--- src/rtl/avalon_arb_pkg.sv ---
// ============================================================================
// Module      : avalon_arb_pkg
// Description : Shared state encoding and constants for avalon_mm_arbiter.
// Revision    : 1.0 - initial release
// ============================================================================
`default_nettype none

package avalon_arb_pkg;

  typedef enum logic [1:0] {
    ST_IDLE   = 2'd0,
    ST_ACCESS = 2'd1,
    ST_RESP   = 2'd2
  } arb_state_e;

  // Wide enough for any WIDTH up to 64; the top slices off what it needs.
  localparam logic [63:0] C_ERR_DATA        = '1;
  localparam int          C_TIMEOUT_DEFAULT = 255;

endpackage

`default_nettype wire

--- src/rtl/avalon_mm_arbiter_rr2.sv ---
// ============================================================================
// Module      : arb_rr2
// Description : Two-way round-robin grant with last-grant register.
// Revision    : 1.0 - initial release
// ============================================================================
`default_nettype none

module arb_rr2 (
  input  logic       clk,
  input  logic       rst_n,
  input  logic [1:0] req,
  input  logic       update,
  output logic [1:0] grant
);

  // High when requester 1 holds the most recent grant.
  logic r_last;

  always_comb begin
    grant = 2'b00;
    if (req[0] && (!req[1] || r_last)) begin
      grant = 2'b01;
    end else if (req[1]) begin
      grant = 2'b10;
    end
  end

  always_ff @(posedge clk or negedge rst_n) begin
    if (!rst_n) begin
      r_last <= 1'b1;
    end else if (update) begin
      r_last <= grant[1];
    end
  end

endmodule

`default_nettype wire

--- src/rtl/avalon_mm_arbiter.sv ---
// ============================================================================
// Module      : avalon_mm_arbiter
// Description : Two-requester round-robin arbiter onto one Avalon-MM master.
//               Optional ACCESS timeout enabled by `define ARB_TIMEOUT_EN.
// Revision    : 1.0 - initial release
// ============================================================================
`default_nettype none

module avalon_mm_arbiter
  import avalon_arb_pkg::*;
#(
  parameter int WIDTH   = 32,
  parameter int TIMEOUT = C_TIMEOUT_DEFAULT
) (
  input  logic               CLK,
  input  logic               RST_N,
  input  logic [1:0]         start,
  input  logic [1:0]         rnw,
  input  logic [2*WIDTH-1:0] address_to_access,
  input  logic [2*WIDTH-1:0] data_to_write,
  output logic [WIDTH-1:0]   data_read,
  output logic [1:0]         done,
  output logic               err,
  output logic [WIDTH-1:0]   ADDRESS,
  output logic               BEGINTRANSFER,
  output logic               READ,
  output logic               WRITE,
  output logic [WIDTH-1:0]   WRITEDATA,
  output logic               LOCK,
  input  logic [WIDTH-1:0]   READDATA,
  input  logic               WAITREQUEST
);

  localparam logic [1:0] S_IDLE   = ST_IDLE;
  localparam logic [1:0] S_ACCESS = ST_ACCESS;
  localparam logic [1:0] S_RESP   = ST_RESP;

  logic [1:0] r_state;
  logic [1:0] r_gnt;
  logic [1:0] w_grant;
  logic       w_sel;
  logic       w_accept;
  logic       w_abort;

  assign w_accept = (r_state == S_IDLE) && (|start);
  assign w_sel    = w_grant[1];
  assign LOCK     = 1'b0;

  arb_rr2 u_arb_rr2 (
    .clk    (CLK),
    .rst_n  (RST_N),
    .req    (start),
    .update (w_accept),
    .grant  (w_grant)
  );

`ifdef ARB_TIMEOUT_EN
  localparam int C_CNT_W = (TIMEOUT > 1) ? $clog2(TIMEOUT) : 1;

  logic [C_CNT_W-1:0] r_cnt;
  logic               r_err;

  // Counter reads 0 in the first ACCESS cycle, so TIMEOUT-1 marks the last allowed one.
  assign w_abort = (r_state == S_ACCESS) && WAITREQUEST && (r_cnt == C_CNT_W'(TIMEOUT - 1));
  assign err     = r_err;

  always_ff @(posedge CLK or negedge RST_N) begin
    if (!RST_N) begin
      r_cnt <= '0;
      r_err <= 1'b0;
    end else begin
      r_err <= w_abort;
      if (r_state != S_ACCESS) begin
        r_cnt <= '0;
      end else begin
        r_cnt <= r_cnt + 1'b1;
      end
    end
  end
`else
  logic [31:0] w_unused_timeout;

  assign w_unused_timeout = TIMEOUT;
  assign w_abort          = 1'b0;
  assign err              = 1'b0;
`endif

  always_ff @(posedge CLK or negedge RST_N) begin
    if (!RST_N) begin
      r_state       <= S_IDLE;
      r_gnt         <= 2'b00;
      data_read     <= '0;
      done          <= 2'b00;
      ADDRESS       <= '0;
      WRITEDATA     <= '0;
      BEGINTRANSFER <= 1'b0;
      READ          <= 1'b0;
      WRITE         <= 1'b0;
    end else begin
      BEGINTRANSFER <= 1'b0;
      done          <= 2'b00;
      case (r_state)
        S_IDLE: begin
          if (w_accept) begin
            r_state       <= S_ACCESS;
            r_gnt         <= w_grant;
            BEGINTRANSFER <= 1'b1;
            READ          <= rnw[w_sel];
            WRITE         <= ~rnw[w_sel];
            ADDRESS       <= w_sel ? address_to_access[2*WIDTH-1:WIDTH] : address_to_access[WIDTH-1:0];
            WRITEDATA     <= w_sel ? data_to_write[2*WIDTH-1:WIDTH] : data_to_write[WIDTH-1:0];
          end
        end
        S_ACCESS: begin
          if (!WAITREQUEST) begin
            r_state <= S_RESP;
            READ    <= 1'b0;
            WRITE   <= 1'b0;
            done    <= r_gnt;
            if (READ) begin
              data_read <= READDATA;
            end
          end else if (w_abort) begin
            r_state   <= S_RESP;
            READ      <= 1'b0;
            WRITE     <= 1'b0;
            done      <= r_gnt;
            data_read <= C_ERR_DATA[WIDTH-1:0];
          end
        end
        S_RESP: begin
          r_state <= S_IDLE;
        end
        default: begin
          r_state <= S_IDLE;
        end
      endcase
    end
  end

endmodule

`default_nettype wire

--- config.mk ---
export PLATFORM = sky130hd
export DESIGN_NAME = avalon_mm_arbiter
export DESIGN_NICKNAME = d
export VERILOG_FILES = /design/src/rtl/avalon_arb_pkg.sv /design/src/rtl/avalon_mm_arbiter_rr2.sv /design/src/rtl/avalon_mm_arbiter.sv
export SDC_FILE = /design/constraint.sdc
export NUM_CORES = 1
export LEC_CHECK = 0
export CAP_MARGIN = 20
export CORE_ASPECT_RATIO = 1.75
export CORE_MARGIN = 5
export CORE_UTILIZATION = 39
export CTS_CLUSTER_DIAMETER = 60
export DETAILED_ROUTE_END_ITERATION = 16
export PLACE_DENSITY_LB_ADDON = 0.05
export SETUP_SLACK_MARGIN = 0.2
export SYNTH_ARGS = -nofsm -noshare
export SYNTH_HDL_FRONTEND = slang
export SYNTH_HIERARCHICAL = 1
export SYNTH_SLANG_ARGS = --single-unit
--- constraint.sdc ---
create_clock -name CLK -period 2.4 [get_ports CLK]
set_clock_uncertainty 0.05 [all_clocks]
set_input_delay 0.24 -clock CLK [delete_from_list [all_inputs] [get_ports CLK]]
set_output_delay 0.24 -clock CLK [all_outputs]
set_load 0.02 [all_outputs]
==> impl_metrics.csv, run 1 <==
group,metric,value,unit
global_routing,grtUsageTotal,0.184,
floorplanning,die_w,94.6,um
placed_design,port_buffers,267,
clock_tree,postCtsHoldBufs,1,
run,maxCapViolations,0,
yosys,synth-seq-area-share,0.543,
clock_tree,path_clk_slew,0.07,ns
power_and_ir_drop,ir_drop,0.648,mV
timing,slew_headroom,0.666,
timing,finalCritPeriodShare,0.772,
cells_and_area,utilization,0.648,
global_routing,use_met3,0.0618,
cells_and_area,diodes,0,
yosys,syn_area,4890,sq um
worst_setup_path,cp_slowest_cell,"or3b_1",
placed_design,finalWeightedCongestion,0.755,
floorplanning,core,12400,sq um
timing,tightest_slew,0.500,ns
yosys,synthCells,307,
clock_tree,cts-root-buf,"clkbuf_16",
cells_and_area,layout-drive-gt1-share,0.333,
routing,routed_wl,13900,um
routing,final_antenna_net_count,0,
floorplanning,start_util,0.395,
yosys,ys.flop_type,"dfrtp_1",
yosys,synthArstFlopShare,1.00,
worst_setup_path,cp_data_arrival_time,2.03,ns
worst_setup_path,path_max_fanout,32,
power_and_ir_drop,powerDensity,1220,nW/um^2
routing,via_per_inst,4.72,
worst_setup_path,critPathTopFamily,"simple AND/OR/NAND/NOR gates",
worst_setup_path,endpoint_kind,"flip-flop",
yosys,synthTopCellsByCount,"133 x mux2_2, 105 x dfrtp_1, 31 x mux2_4, 12 x buf_2",
timing,slew_violations,0,
routing,firstDrtPassIters,4,
clock_tree,clk_latency,0.34,ns
timing,fin_setup_tns,0,ns
timing,worst_slack,0.546,ns
routing,drtIter0Drc,74,
global_routing,met2_usage,0.318,
cells_and_area,synthToLayoutAreaGrowth,64.1,%
clock_tree,max-clock-path-buffers,2,
worst_setup_path,path_class,"reg2reg",
clock_tree,post-cts-setup-buffers,0,
worst_setup_path,start_kind,"flip-flop",
clock_tree,cts_sinks,106,
global_routing,antenna_found_initial,0,
yosys,synth_edf_count,0,
clock_tree,cts_tree,"done",
min_path,holdCritPathClass,"in2async",
yosys,synth_top_cell_area_share,0.538,
power_and_ir_drop,p_leak,3.27,nW
timing,setup_viol,0,
yosys,synth_top_cell_by_area,"dfrtp_1",
yosys,ys_warn_count,6,
global_routing,met1_usage,0.203,
clock_tree,htreeDepth,3,
clock_tree,cts_made_buffers,9,
yosys,ys_ff_latch,106,
timing,rsz0062_at_grt,"false",
worst_setup_path,critical_path.max_stage_delay,0.43,ns
cells_and_area,finish.net_count,742,
global_routing,gr-max-usage-layer,"met2",
worst_setup_path,crit_chain,"or3b_1 > inv_2 > and2_4 > buf_12 > mux2_2",
global_routing,gr-total-overflow,0,
floorplanning,rows,54,
placed_design,pre_cts_ws,0.225,ns
floorplanning,die_area,15000,sq um
worst_setup_path,required,2.57,ns
global_routing,grt_max_degree,51,
timing,period_needed,1.85,ns
status,status,"completed",
global_routing,grt_pass1_wl,21000,um
floorplanning,pin_count,270,
clock_tree,cts-resized-gates,0,
yosys,ys_types,22,
yosys,avgSynthCellArea,15.9,sq um
yosys,ys_top_cells_by_area,"dfrtp_1 54%, mux2_2 31%, mux2_4 9.5%",
timing,fmax,539,MHz
routing,drcViolationCount,0,
placed_design,place.detailed.hpwl,10700,um
yosys,synth.most_common_cell,"mux2_2",
global_routing,grt_pass1_vias,3954,
timing,finalHoldViolCount,0,
floorplanning,die_y,158,um
routing,drt-wirelength-per-cell,18.7,um
routing,vias,3527,
worst_setup_path,timing.critical_path.buf_inv,2,
## cell type report
| cell class | count | area [sq um] |
|---|---|---|
| Clock inverter | 4 | 28.8 |
| Sequential cell | 106 | 2650 |
| Timing Repair Buffer | 276 | 2790 |
| Fill cell | 1003 | 4350 |
| Tap cell | 168 | 210 |
| Inverter | 3 | 11.3 |
| Clock buffer | 11 | 243 |
| Multi-Input combinational cell | 179 | 2080 |
## state kept, by name, indices dropped and copies added (netlist names)
name,count
ADDRESS,32
WRITEDATA,32
data_read,32
done,2
r_gnt,2
r_state,2
BEGINTRANSFER,1
READ,1
WRITE,1
u_arb_rr2/r_last,1
## report_power, final
| group | switching (mW) | internal [mW] |
|---|---|---|
| clock network | 0.644 | 0.727 |
| registers | 0.477 | 2.70 |
| logic | 2.28 | 2.98 |
## stage by stage
stage	area, sq um	power [mW]	hold slack, ns	cells
finish	8020	9.81	0.348	747
global route	8020	10.3	0.399	747
CTS	8020	9.96	0.359	747
detailed placement	7730	8.54	0.199	731
global placement	7730	8.43	0.191	731
floorplan	4890	6.04	-0.106	308
## path summary, 6_finish.rpt
path                                         from                       end  slack, ns  depth (start not counted)
min                                         RST_N    ADDRESS[4]$_DFFE_PN0P_       0.35                          2
max reg2reg                r_state[1]$_DFFE_PN0P_  data_read[4]$_DFFE_PN0P_       0.55                          5
min reg2reg                  r_gnt[1]$_DFFE_PN0P_         done[1]$_DFF_PN0_       0.44                          1
max                        r_state[1]$_DFFE_PN0P_  data_read[4]$_DFFE_PN0P_       0.55                          5
max in group asynchronous                   RST_N    ADDRESS[2]$_DFFE_PN0P_       1.25                          3
min in group CLK             r_gnt[1]$_DFFE_PN0P_         done[1]$_DFF_PN0_       0.44                          1
## cells by family after synthesis
kind of cell           count (synthesis)  share of synthesized area
AND/OR/NAND/NOR                        8                    0.00999
AO/OA/AOI/OAI                          3                    0.00563
multiplexers                         166                      0.406
buffers and inverters                 23                     0.0346
other                                  1                   0.000768
flip-flops                           106                      0.543
## worst reg2reg max path, delay by kind of cell (launching register included)
family,cells,cell delay (ns)
AND/OR/NAND/NOR,2,0.58
flip-flops,1,0.41
multiplexers,1,0.39
buffers and inverters,2,0.32
## per-layer routing
metal | vias up | part of all wire
met5 | - | 0
met1 | 1719 | 0.36
met2 | 161 | 0.52
li1 | 1629 | -
met4 | 0 | 0.024
met3 | 18 | 0.095
## layout by cell type (no fill, tap or decap), drive strengths merged, types with 2 or more instances in the layout
cell	Yosys	layout
clkdlybuf4s50	0	266
mux2	164	164
dfrtp	105	105
clkbuf	2	11
buf	18	9
and2	4	4
inv	3	3
mux2i	2	2
conb	1	2
clkinvlp	0	2
clkinv	0	2
a21boi	2	2
Power figures use the tool's default switching activity.
==> inputs of run 2 (changes only) <==
==> constraint.sdc (replaced) <==
create_clock -name CLK -period 1.73 [get_ports CLK]
set_clock_uncertainty 0.05 [all_clocks]
set_input_delay 0.173 -clock CLK [delete_from_list [all_inputs] [get_ports CLK]]
set_output_delay 0.173 -clock CLK [all_outputs]
set_load 0.02 [all_outputs]
==> run 2 against run 1 <==
Net effect: flip-flop and latch count stayed put; sequential share of layout area is 1.4 points lower; combinational power rose by 36%; setup slack worse by 0.50 ns; first-iteration DRC count increased by 22%; clock-buffer cell count shrank 2; final cell count increased by 3.1%; critical endpoint is now data_read[5]$_DFFE_PN0P_.
==> impl_metrics.csv, run 2 (synthesized netlist as in run 1, its figures left out) <==
group,metric,value,unit
clock_tree,cts_sinks,106,
cells_and_area,n_fill_cell,989,
global_routing,antenna_found_initial,0,
timing,finalCritPeriodShare,0.975,
placed_design,place.detailed.hpwl,11500,um
worst_setup_path,endpoint_kind,"flip-flop",
power_and_ir_drop,powerDensity,1630,nW/um^2
timing,fmax,593,MHz
timing,fin_setup_tns,0,ns
routing,final_antenna_net_count,0,
worst_setup_path,critical_path.max_stage_delay,0.39,ns
clock_tree,cts-root-buf,"clkbuf_16",
cells_and_area,layout-drive-gt1-share,0.362,
timing,finalHoldViolCount,0,
cells_and_area,finish.net_count,764,
global_routing,grt_pass1_wl,21700,um
run,maxCapViolations,0,
worst_setup_path,start_kind,"flip-flop",
clock_tree,cts_tree,"done",
power_and_ir_drop,total_power,13.7,mW
cells_and_area,largest_registers,"ADDRESS: 32 flops, WRITEDATA: 32 flops, data_read: 32 flops",
floorplanning,die_w,94.6,um
routing,drtIter0Drc,90,
worst_setup_path,ff2ff_setup_slack,0.04,ns
status,status,"completed",
cells_and_area,layout_commonest_cell,"clkdlybuf4s50_1",
timing,whs,0.222,ns
floorplanning,core,12400,sq um
power_and_ir_drop,ir_drop,0.870,mV
floorplanning,pin_count,270,
timing,rsz0062_at_grt,"true",
clock_tree,path_clk_slew,0.07,ns
floorplanning,die_y,158,um
worst_setup_path,r2r-end,"data_read[5]$_DFFE_PN0P_",
power_and_ir_drop,internal-power,8.69,mW
power_and_ir_drop,share_comb_of_total_power,0.523,
cells_and_area,layout_common_cells,"165 x clkdlybuf4s50_1, 116 x mux2_2, 105 x dfrtp_1, 101 x dlygate4sd2_1, 48 x mux2_4",
routing,vias,3652,
worst_setup_path,path_max_fanout,14,
power_and_ir_drop,switching_share,0.364,
power_and_ir_drop,p_leak,3.70,nW
timing,setup_viol,0,
routing,via_per_inst,4.74,
clock_tree,htreeDepth,3,
floorplanning,start_util,0.395,
floorplanning,rows,54,
min_path,holdCritPathClass,"in2async",
routing,routed_wl,15200,um
power_and_ir_drop,clockPowerShare,0.156,
worst_setup_path,r2r_cells,5,
routing,firstDrtPassIters,4,
global_routing,grt_pass1_vias,4091,
worst_setup_path,cp_data_arrival_time,1.87,ns
power_and_ir_drop,p_sw,4.97,mW
routing,drt-wirelength-per-cell,19.7,um
clock_tree,clk_latency,0.34,ns
placed_design,finalWeightedCongestion,0.774,
worst_setup_path,required,1.91,ns
clock_tree,max-clock-path-buffers,2,
worst_setup_path,r2r_start,"r_state[1]$_DFFE_PN0P_",
worst_setup_path,crit_chain,"or3b_4 > inv_2 > and2_4 > buf_12 > mux2_2",
power_and_ir_drop,seq_power_share,0.320,
global_routing,grtUsageTotal,0.191,
timing,period_needed,1.69,ns
worst_setup_path,path_class,"reg2reg",
floorplanning,die_area,15000,sq um
global_routing,grt_max_degree,43,
cells_and_area,synthToLayoutAreaGrowth,71.1,%
clock_tree,cts_made_buffers,9,
placed_design,port_buffers,267,
global_routing,gr-total-overflow,0,
timing,slew_violations,0,
routing,drcViolationCount,0,
cells_and_area,diodes,0,
worst_setup_path,cp_slowest_cell,"dfrtp_1",
-- run 2: through the flow --
stage,std cells,setup WS (ns),area [sq um],utilization
after floorplan,308,0.0656,4910,-
after global placement,744,-0.224,7900,0.639
after detailed placement,744,-0.260,7900,0.639
after CTS,762,0.0401,8120,0.657
after global routing,770,0.00380,8360,0.676
final,770,0.0439,8360,0.676
-- run 2: cell type report --
class                           count  area, sq um  area share
Clock inverter                      7         85.1      0.0102
Tap cell                          168          210      0.0251
Timing Repair Buffer              298         3020       0.362
Clock buffer                        9          225      0.0269
Multi-Input combinational cell    179         2150       0.257
Sequential cell                   106         2650       0.317
Inverter                            3         11.3     0.00135
-- run 2: what timing repair did --
item	CTS	global route
hold buffers	1	0
setup endpoints to repair	200	100
pin swaps	0	0
endpoints found under the hold margin	20	0
resized for setup	106	23
setup buffers	1	2
gates cloned	0	6
-- run 2: worst max path at each step --
stage | startpoint | slack [ns] | endpoint
3_3_place_gp | start[1] | -0.22 | WRITEDATA[11]$_DFFE_PN0P_
5_1_grt | r_state[1]$_DFFE_PN0P_ | 0.004 | data_read[4]$_DFFE_PN0P_
4_1_cts | r_state[1]$_DFFE_PN0P_ | 0.04 | data_read[5]$_DFFE_PN0P_
2_1_floorplan | r_state[1]$_DFFE_PN0P_ | 0.07 | data_read[0]$_DFFE_PN0P_
6_report | r_state[1]$_DFFE_PN0P_ | 0.04 | data_read[5]$_DFFE_PN0P_
3_5_place_dp | start[1] | -0.26 | ADDRESS[1]$_DFFE_PN0P_
-- run 2: critical path: cells and delay by family, from the launching register on --
kind | cells | cell delay, ns
multiplexers | 1 | 0.34
AND/OR/NAND/NOR | 2 | 0.55
buffers and inverters | 2 | 0.23
flip-flops | 1 | 0.39
-- run 2: layer usage --
metal / share of wire / wire length [um] / global-route usage / vias up
met3: 0.077 / 1180 / 0.0604 / 23
li1: - / - / - / 1679
met4: 0.025 / 374 / 0.0743 / 0
met5: 0 / 0 / 0 / -
met2: 0.55 / 8400 / 0.356 / 163
met1: 0.34 / 5240 / 0.194 / 1787
-- run 2: power by group through the flow --
| stage | clock network (mW) | logic, mW | registers [mW] |
|---|---|---|---|
| after floorplan | 0 | 2.52 | 5.87 |
| after global placement | 0 | 7.58 | 4.39 |
| after detailed placement | 0 | 7.68 | 4.46 |
| after CTS | 2.19 | 6.90 | 4.38 |
| after global routing | 2.29 | 7.56 | 4.54 |
| final | 2.14 | 7.15 | 4.37 |
==> inputs of run 3 (changes only) <==
--- a/config.mk
+++ b/config.mk
@@ -9,7 +9,6 @@
 export CORE_ASPECT_RATIO = 1.75
 export CORE_MARGIN = 5
 export CORE_UTILIZATION = 39
-export CTS_CLUSTER_DIAMETER = 60
 export DETAILED_ROUTE_END_ITERATION = 16
 export PLACE_DENSITY_LB_ADDON = 0.05
 export SETUP_SLACK_MARGIN = 0.2
==> results of run 3 <==
Same layout as run 2: the final DEF is identical, and so are final timing and power.
==> edit 1: new RTL, flow settings as in run 3 <==
Put one more register stage on the output `BEGINTRANSFER`, with the module's reset. The value now appears one clock later. The other outputs are not delayed to match.
--- a/src/rtl/avalon_mm_arbiter.sv
+++ b/src/rtl/avalon_mm_arbiter.sv
@@ -35,4 +35,6 @@
   localparam logic [1:0] S_ACCESS = ST_ACCESS;
   localparam logic [1:0] S_RESP   = ST_RESP;
+
+  logic BEGINTRANSFER_s0;
 
   logic [1:0] r_state;
@@ -94,9 +96,9 @@
       ADDRESS       <= '0;
       WRITEDATA     <= '0;
-      BEGINTRANSFER <= 1'b0;
+      BEGINTRANSFER_s0 <= 1'b0;
       READ          <= 1'b0;
       WRITE         <= 1'b0;
     end else begin
-      BEGINTRANSFER <= 1'b0;
+      BEGINTRANSFER_s0 <= 1'b0;
       done          <= 2'b00;
       case (r_state)
@@ -105,5 +107,5 @@
             r_state       <= S_ACCESS;
             r_gnt         <= w_grant;
-            BEGINTRANSFER <= 1'b1;
+            BEGINTRANSFER_s0 <= 1'b1;
             READ          <= rnw[w_sel];
             WRITE         <= ~rnw[w_sel];
@@ -139,4 +141,12 @@
   end
 
+  always_ff @(posedge CLK or negedge RST_N) begin
+    if (!RST_N) begin
+      BEGINTRANSFER <= '0;
+    end else begin
+      BEGINTRANSFER <= BEGINTRANSFER_s0;
+    end
+  end
+
 endmodule
 
Behaviour: not the same (a bounded check fails within 4 cycles, from zero or initial values and one cycle with RST_N low).
==> edit 1 against run 3 <==
- setup slack worse by 0.0039 ns
- via count is 0.68% higher
- critical path depth stayed put
- synthesized area is 1.8% lower
- design area is 1.1% higher
- power is 0.51% higher
- non-clock buffer count is 5 higher
- sequential cell count is 1 higher
- die area is 1.7% lower
- wire length is 0.37% lower
- largest power group unchanged
- highest routed layer unchanged
==> edit 1: results (changes against run 3) <==
- Post-synth top cells: 133 x mux2_2, 106 x dfrtp_1, 30 x mux2_1 (was 133 x mux2_2, 105 x dfrtp_1, 31 x mux2_4)
- CP delay by family, top: flip-flops (was simple AND/OR/NAND/NOR gates)
- Critical Path Fanout Max: 9 (was 14)
- Met1 Wirelength: 5230 µm (was 5240 µm)
- GPL Wtd Cong: 0.737 (was 0.774)
- Status: completed (unchanged)
- Antenna cell count: 0 (unchanged)
- Async set-reset flop share out of synthesis: 100% (unchanged)
- Highest-delay cell along the critical path: dfstp_2 (was dfrtp_1)
- Top post-synthesis cells by area: dfrtp_1 55%, mux2_2 31%, mux2_1 7.0% (was dfrtp_1 54%, mux2_2 31%, mux2_4 9.5%)
- GRT Util Overall: 19.6% (was 19.1%)
- GRT met3 Usage: 6.01% (was 6.04%)
- Delay of the slowest critical-path stage: 0.57 ns (was 0.39 ns)
- I/O Buffers: 267 (unchanged)
- Share of layout cells above drive strength 1: 36.8% (was 36.2%)
- Post-CTS Setup Bufs: 6 (was 1)
- Met3 wire length: 1200 µm (was 1180 µm)
- Final hold slack: 0.281 ns (was 0.222 ns)
- Biggest regs: ADDRESS: 32 flops, WRITEDATA: 32 flops, data_read: 32 flops (unchanged)
- Grt met1 use: 20.1% (was 19.4%)
- Met2 WL post-DR: 8320 µm (was 8400 µm)
- Cts bufs inserted: 9 (unchanged)
- DR iter-0 viols: 46 (was 90)
- Worst min path class: input pin to asynchronous set/reset pin (unchanged)
- Sequential element share of the synthesized area: 55.8% (was 54.3%)
- Post-synthesis compound-gate area fraction: 0.574% (was 0.563%)
- Number of library cell types mapped by synthesis: 23 (was 22)
- Total wire length: 15,100 µm (was 15,200 µm)
- Via count: 3,677 (was 3,652)
- Worst-Skew Late Latency: 0.33 ns
- Mux share of post-synthesis cell area: 39.0% (was 40.6%)
- Detailed placer's ending HPWL: 11,300 µm (was 11,500 µm)
- Placed cell area: 7880 µm² (was 7900 µm²)
- Largest net degree at the start of global routing: 46 (was 43)
- Max rail drop VDD: 0.000809 V (was 0.000870 V)
- Post-CTS sizing: 110 (was 106)
- Fill count: 935 (was 989)
- # hold bufs at CTS: 1 (unchanged)
- First-pass GRT wire length: 22,200 µm (was 21,700 µm)
- Top Layer Used: met4 (unchanged)
- Vias in the first global route: 4,109 (was 4,091)
- Final Cell Area: 8450 µm² (was 8360 µm²)
- Leakage: 3.74 nW (was 3.70 nW)
- GR Layer Usage met2: 36.7% (was 35.6%)
- CTS Buffer Depth: 2 (unchanged)
- XOR/XNOR Fraction of Synth Area: 0% (unchanged)
- Clk pin slew, worst setup/hold paths: 0.07 ns (about the same)
- Final net count: 770 (was 764)
- H-Tree Depth: 3 (unchanged)
==> edit 1: cell types whose count changed in the layout (fill, tap and decap cells not counted), moves of 2 or more <==
cell            change
buf_16              +4
inv_6               +2
dlygate4sd2_1       -5
mux2_2             +14
mux2_4             -14
dlymetal6s2s_1      +5
==> edit 1: path summary, 6_finish.rpt <==
check                            startpoint            end
min                                   RST_N    ADDRESS[11]
min in group CLK           BEGINTRANSFER_s0  BEGINTRANSFER
max                        u_arb_rr2/r_last    ADDRESS[26]
max in group asynchronous             RST_N  WRITEDATA[29]
max reg2reg                u_arb_rr2/r_last    ADDRESS[26]
min reg2reg                BEGINTRANSFER_s0  BEGINTRANSFER
==> edit 1: where the power goes <==
group          total (mW)  leakage (nW)  switching, mW  internal (mW)
logic                7.37          2.34           3.42           3.95
clock network        1.97         0.135          0.968           1.00
registers            4.39          1.27          0.613           3.78
==> edit 1: stage by stage <==
stage | worst slack [ns] | instances | total power, mW
after CTS | 0.0552 | 766 | 13.6
after global routing | 0.00881 | 773 | 14.5
after floorplan | 0.0649 | 309 | 8.43
final | 0.0400 | 773 | 13.7
after global placement | -0.217 | 739 | 11.9
after detailed placement | -0.259 | 739 | 12.1
==> edit 1: cell type report <==
| type | count | share of cell area [%] |
|---|---|---|
| multi-input cells | 179 | 24.9 |
| flip-flops and latches | 107 | 31.7 |
| well taps | 165 | 2.44 |
| inverters | 3 | 0.133 |
| clock inverters | 7 | 0.681 |
| repair buffers | 303 | 37.5 |
| clock buffers | 9 | 2.66 |
==> edit 1: logic make-up (layout without fill, tap and decap cells) <==
| family | Yosys count | count (layout) |
|---|---|---|
| AO/OA/AOI/OAI | 3 | 3 |
| buffers and inverters | 23 | 322 |
| flip-flops | 107 | 107 |
| multiplexers | 166 | 166 |
| other | 1 | 2 |
| AND/OR/NAND/NOR | 8 | 8 |
==> edit 2: new RTL, settings of run 3 <==
Without the edit above. Set the parameter `WIDTH` to 24 (it was 32).
--- a/src/rtl/avalon_mm_arbiter.sv
+++ b/src/rtl/avalon_mm_arbiter.sv
@@ -10,5 +10,5 @@
   import avalon_arb_pkg::*;
 #(
-  parameter int WIDTH   = 32,
+  parameter int WIDTH   = 24,
   parameter int TIMEOUT = C_TIMEOUT_DEFAULT
 ) (
Ports: changed (6 resized); port bits go from 270 to 206. The function was not compared with the original's and may differ.
==> edit 2 against run 3 <==
- synthesized area decreased by 23%
- design area decreased by 19%
- power decreased by 18%
- worst hold slack improved by 0.025 ns
- setup slack improved by 0.028 ns
- fmax increased by 1.7%
- largest cell class unchanged
- sequential cell count decreased by 24
- critical path type unchanged
- wire length decreased by 25%
==> edit 2: results (changes against run 3) <==
- Status: completed (unchanged)
- Leakage: 3.21 nW (was 3.70 nW)
- Combinational Power Share: 54.6% (was 52.3%)
- Total number of yosys warnings: 6 (unchanged)
- Biggest regs: ADDRESS: 24 flops, WRITEDATA: 24 flops, data_read: 24 flops (was ADDRESS: 32 flops, WRITEDATA: 32 flops, data_read: 32 flops)
- Met2 WL post-DR: 6030 µm (was 8400 µm)
- Switch share: 34.2% (was 36.4%)
- H-Tree Depth: 3 (unchanged)
- Grt met1 use: 19.3% (was 19.4%)
- First-pass GRT wire length: 16,900 µm (was 21,700 µm)
- Reg-to-Reg Start: u_arb_rr2/r_last (was r_state[1])
- GRT met3 Usage: 5.70% (was 6.04%)
- Post-synth top cells: 103 x mux2_2, 81 x dfrtp_1, 21 x mux2_4 (was 133 x mux2_2, 105 x dfrtp_1, 31 x mux2_4)
- Sequential element share of the synthesized area: 54.4% (was 54.3%)
- Mux share of post-synthesis cell area: 39.6% (was 40.6%)
- Fill count: 696 (was 989)
- Worst-Skew Late Latency: 0.33 ns
- Seq group: 3.36 mW (was 4.37 mW)
- I/O Buffers: 203 (was 267)
- DR iter-0 viols: 54 (was 90)
- Placed Cells: 563 (was 744)
- Worst Path Arrival: 1.82 ns (was 1.87 ns)
- Synth Area in Adders: 0% (unchanged)
- GR Layer Usage met2: 33.3% (was 35.6%)
- CTS root buffer: clkbuf_16 (unchanged)
- Final net count: 600 (was 764)
- Detailed placer's ending HPWL: 7840 µm (was 11,500 µm)
- Met1 Wirelength: 4200 µm (was 5240 µm)
- Post-synthesis compound-gate area fraction: 0.730% (was 0.563%)
- Largest net degree at the start of global routing: 35 (was 43)
- Met3 wire length: 789 µm (was 1180 µm)
- Share of layout cells above drive strength 1: 38.5% (was 36.2%)
- CP delay by family, top: multiplexers (was simple AND/OR/NAND/NOR gates)
- Cts bufs inserted: 9 (unchanged)
- Highest-delay cell along the critical path: dfstp_2 (was dfrtp_1)
- Critical Path Fanout Max: 8 (was 14)
- EDFF count, synth: 0 (unchanged)
- Total wire length: 11,300 µm (was 15,200 µm)
- Async set-reset flop share out of synthesis: 100% (unchanged)
- Detailed-router iteration count before antenna repair: 6 (was 4)
- Worst R2R Setup Slack: 0.07 ns (was 0.04 ns)
- Vias in the first global route: 3,184 (was 4,091)
- GPL Wtd Cong: 0.766 (was 0.774)
- GRT Util Overall: 18.5% (was 19.1%)
- Routed vias/inst: 4.72 (was 4.74)
- RR Endpoint: ADDRESS[7] (was data_read[5])
- Top post-synthesis cells by area: dfrtp_1 54%, mux2_2 31%, mux2_4 8.4% (was dfrtp_1 54%, mux2_2 31%, mux2_4 9.5%)
- Final hold slack: 0.247 ns (was 0.222 ns)
- DR WL/cell: 18.9 µm (was 19.7 µm)
- Mapped Cells: 239 (was 307)
- Max rail drop VDD: 0.000979 V (was 0.000870 V)
==> edit 2: changes by cell type after synthesis, sizes merged <==
cell,before,now
mux2,164,124
clkbuf,2,5
buf,18,11
dfrtp,105,81
==> edit 2: timing repair <==
item | 4_1_cts | 5_1_grt
gates resized for setup | 57 | 50
endpoints found under the hold margin | 22 | 0
setup buffers | 9 | 2
setup endpoints to repair | 122 | 103
pin swaps | 0 | 2
cloned | 6 | 3
hold buffers | 1 | 0
==> edit 2: how the worst max path moves through the flow <==
stage / to / slack [ns] / cells past startpoint
after floorplan: data_read[10] / 0.06 / 6
after global placement: ADDRESS[8] / -0.23 / 5
after detailed placement: ADDRESS[2] / -0.28 / 5
after CTS: data_read[1] / 0.07 / 5
after global routing: data_read[4] / 0.03 / 5
final: ADDRESS[7] / 0.07 / 5
==> edit 2: layout make-up <==
type                       instances  area, µm²  area share, %
clock buffer                      11        243           3.57
inverter                           3       11.3          0.166
timing repair buffer             238       2630           38.7
tap                              122        153           2.25
multi-input combinational        139       1680           24.7
clock inverter                     5       30.0          0.442
sequential                        82       2050           30.2
==> edit 2: logic make-up (layout without fill, tap and decap cells) <==
kind of cell | count (synthesis) | after routing
AND/OR/NAND/NOR | 8 | 8
multiplexers | 126 | 126
buffers and inverters | 19 | 257
other | 1 | 2
flip-flops | 82 | 82
AO/OA/AOI/OAI | 3 | 3
==> edit 2: stage by stage <==
stage	total power, mW	TNS (ns)	util (%)	cell area, µm²	setup slack, ns
3_3_place_gp	9.06	-13.42	63.7	6030	-0.232
3_5_place_dp	9.17	-16.10	63.7	6030	-0.284
4_1_cts	11.1	0	69.0	6540	0.0700
2_1_floorplan	6.48	0	-	3830	0.0602
5_1_grt	11.9	0	71.8	6800	0.0336
6_report	11.3	0	71.8	6800	0.0720
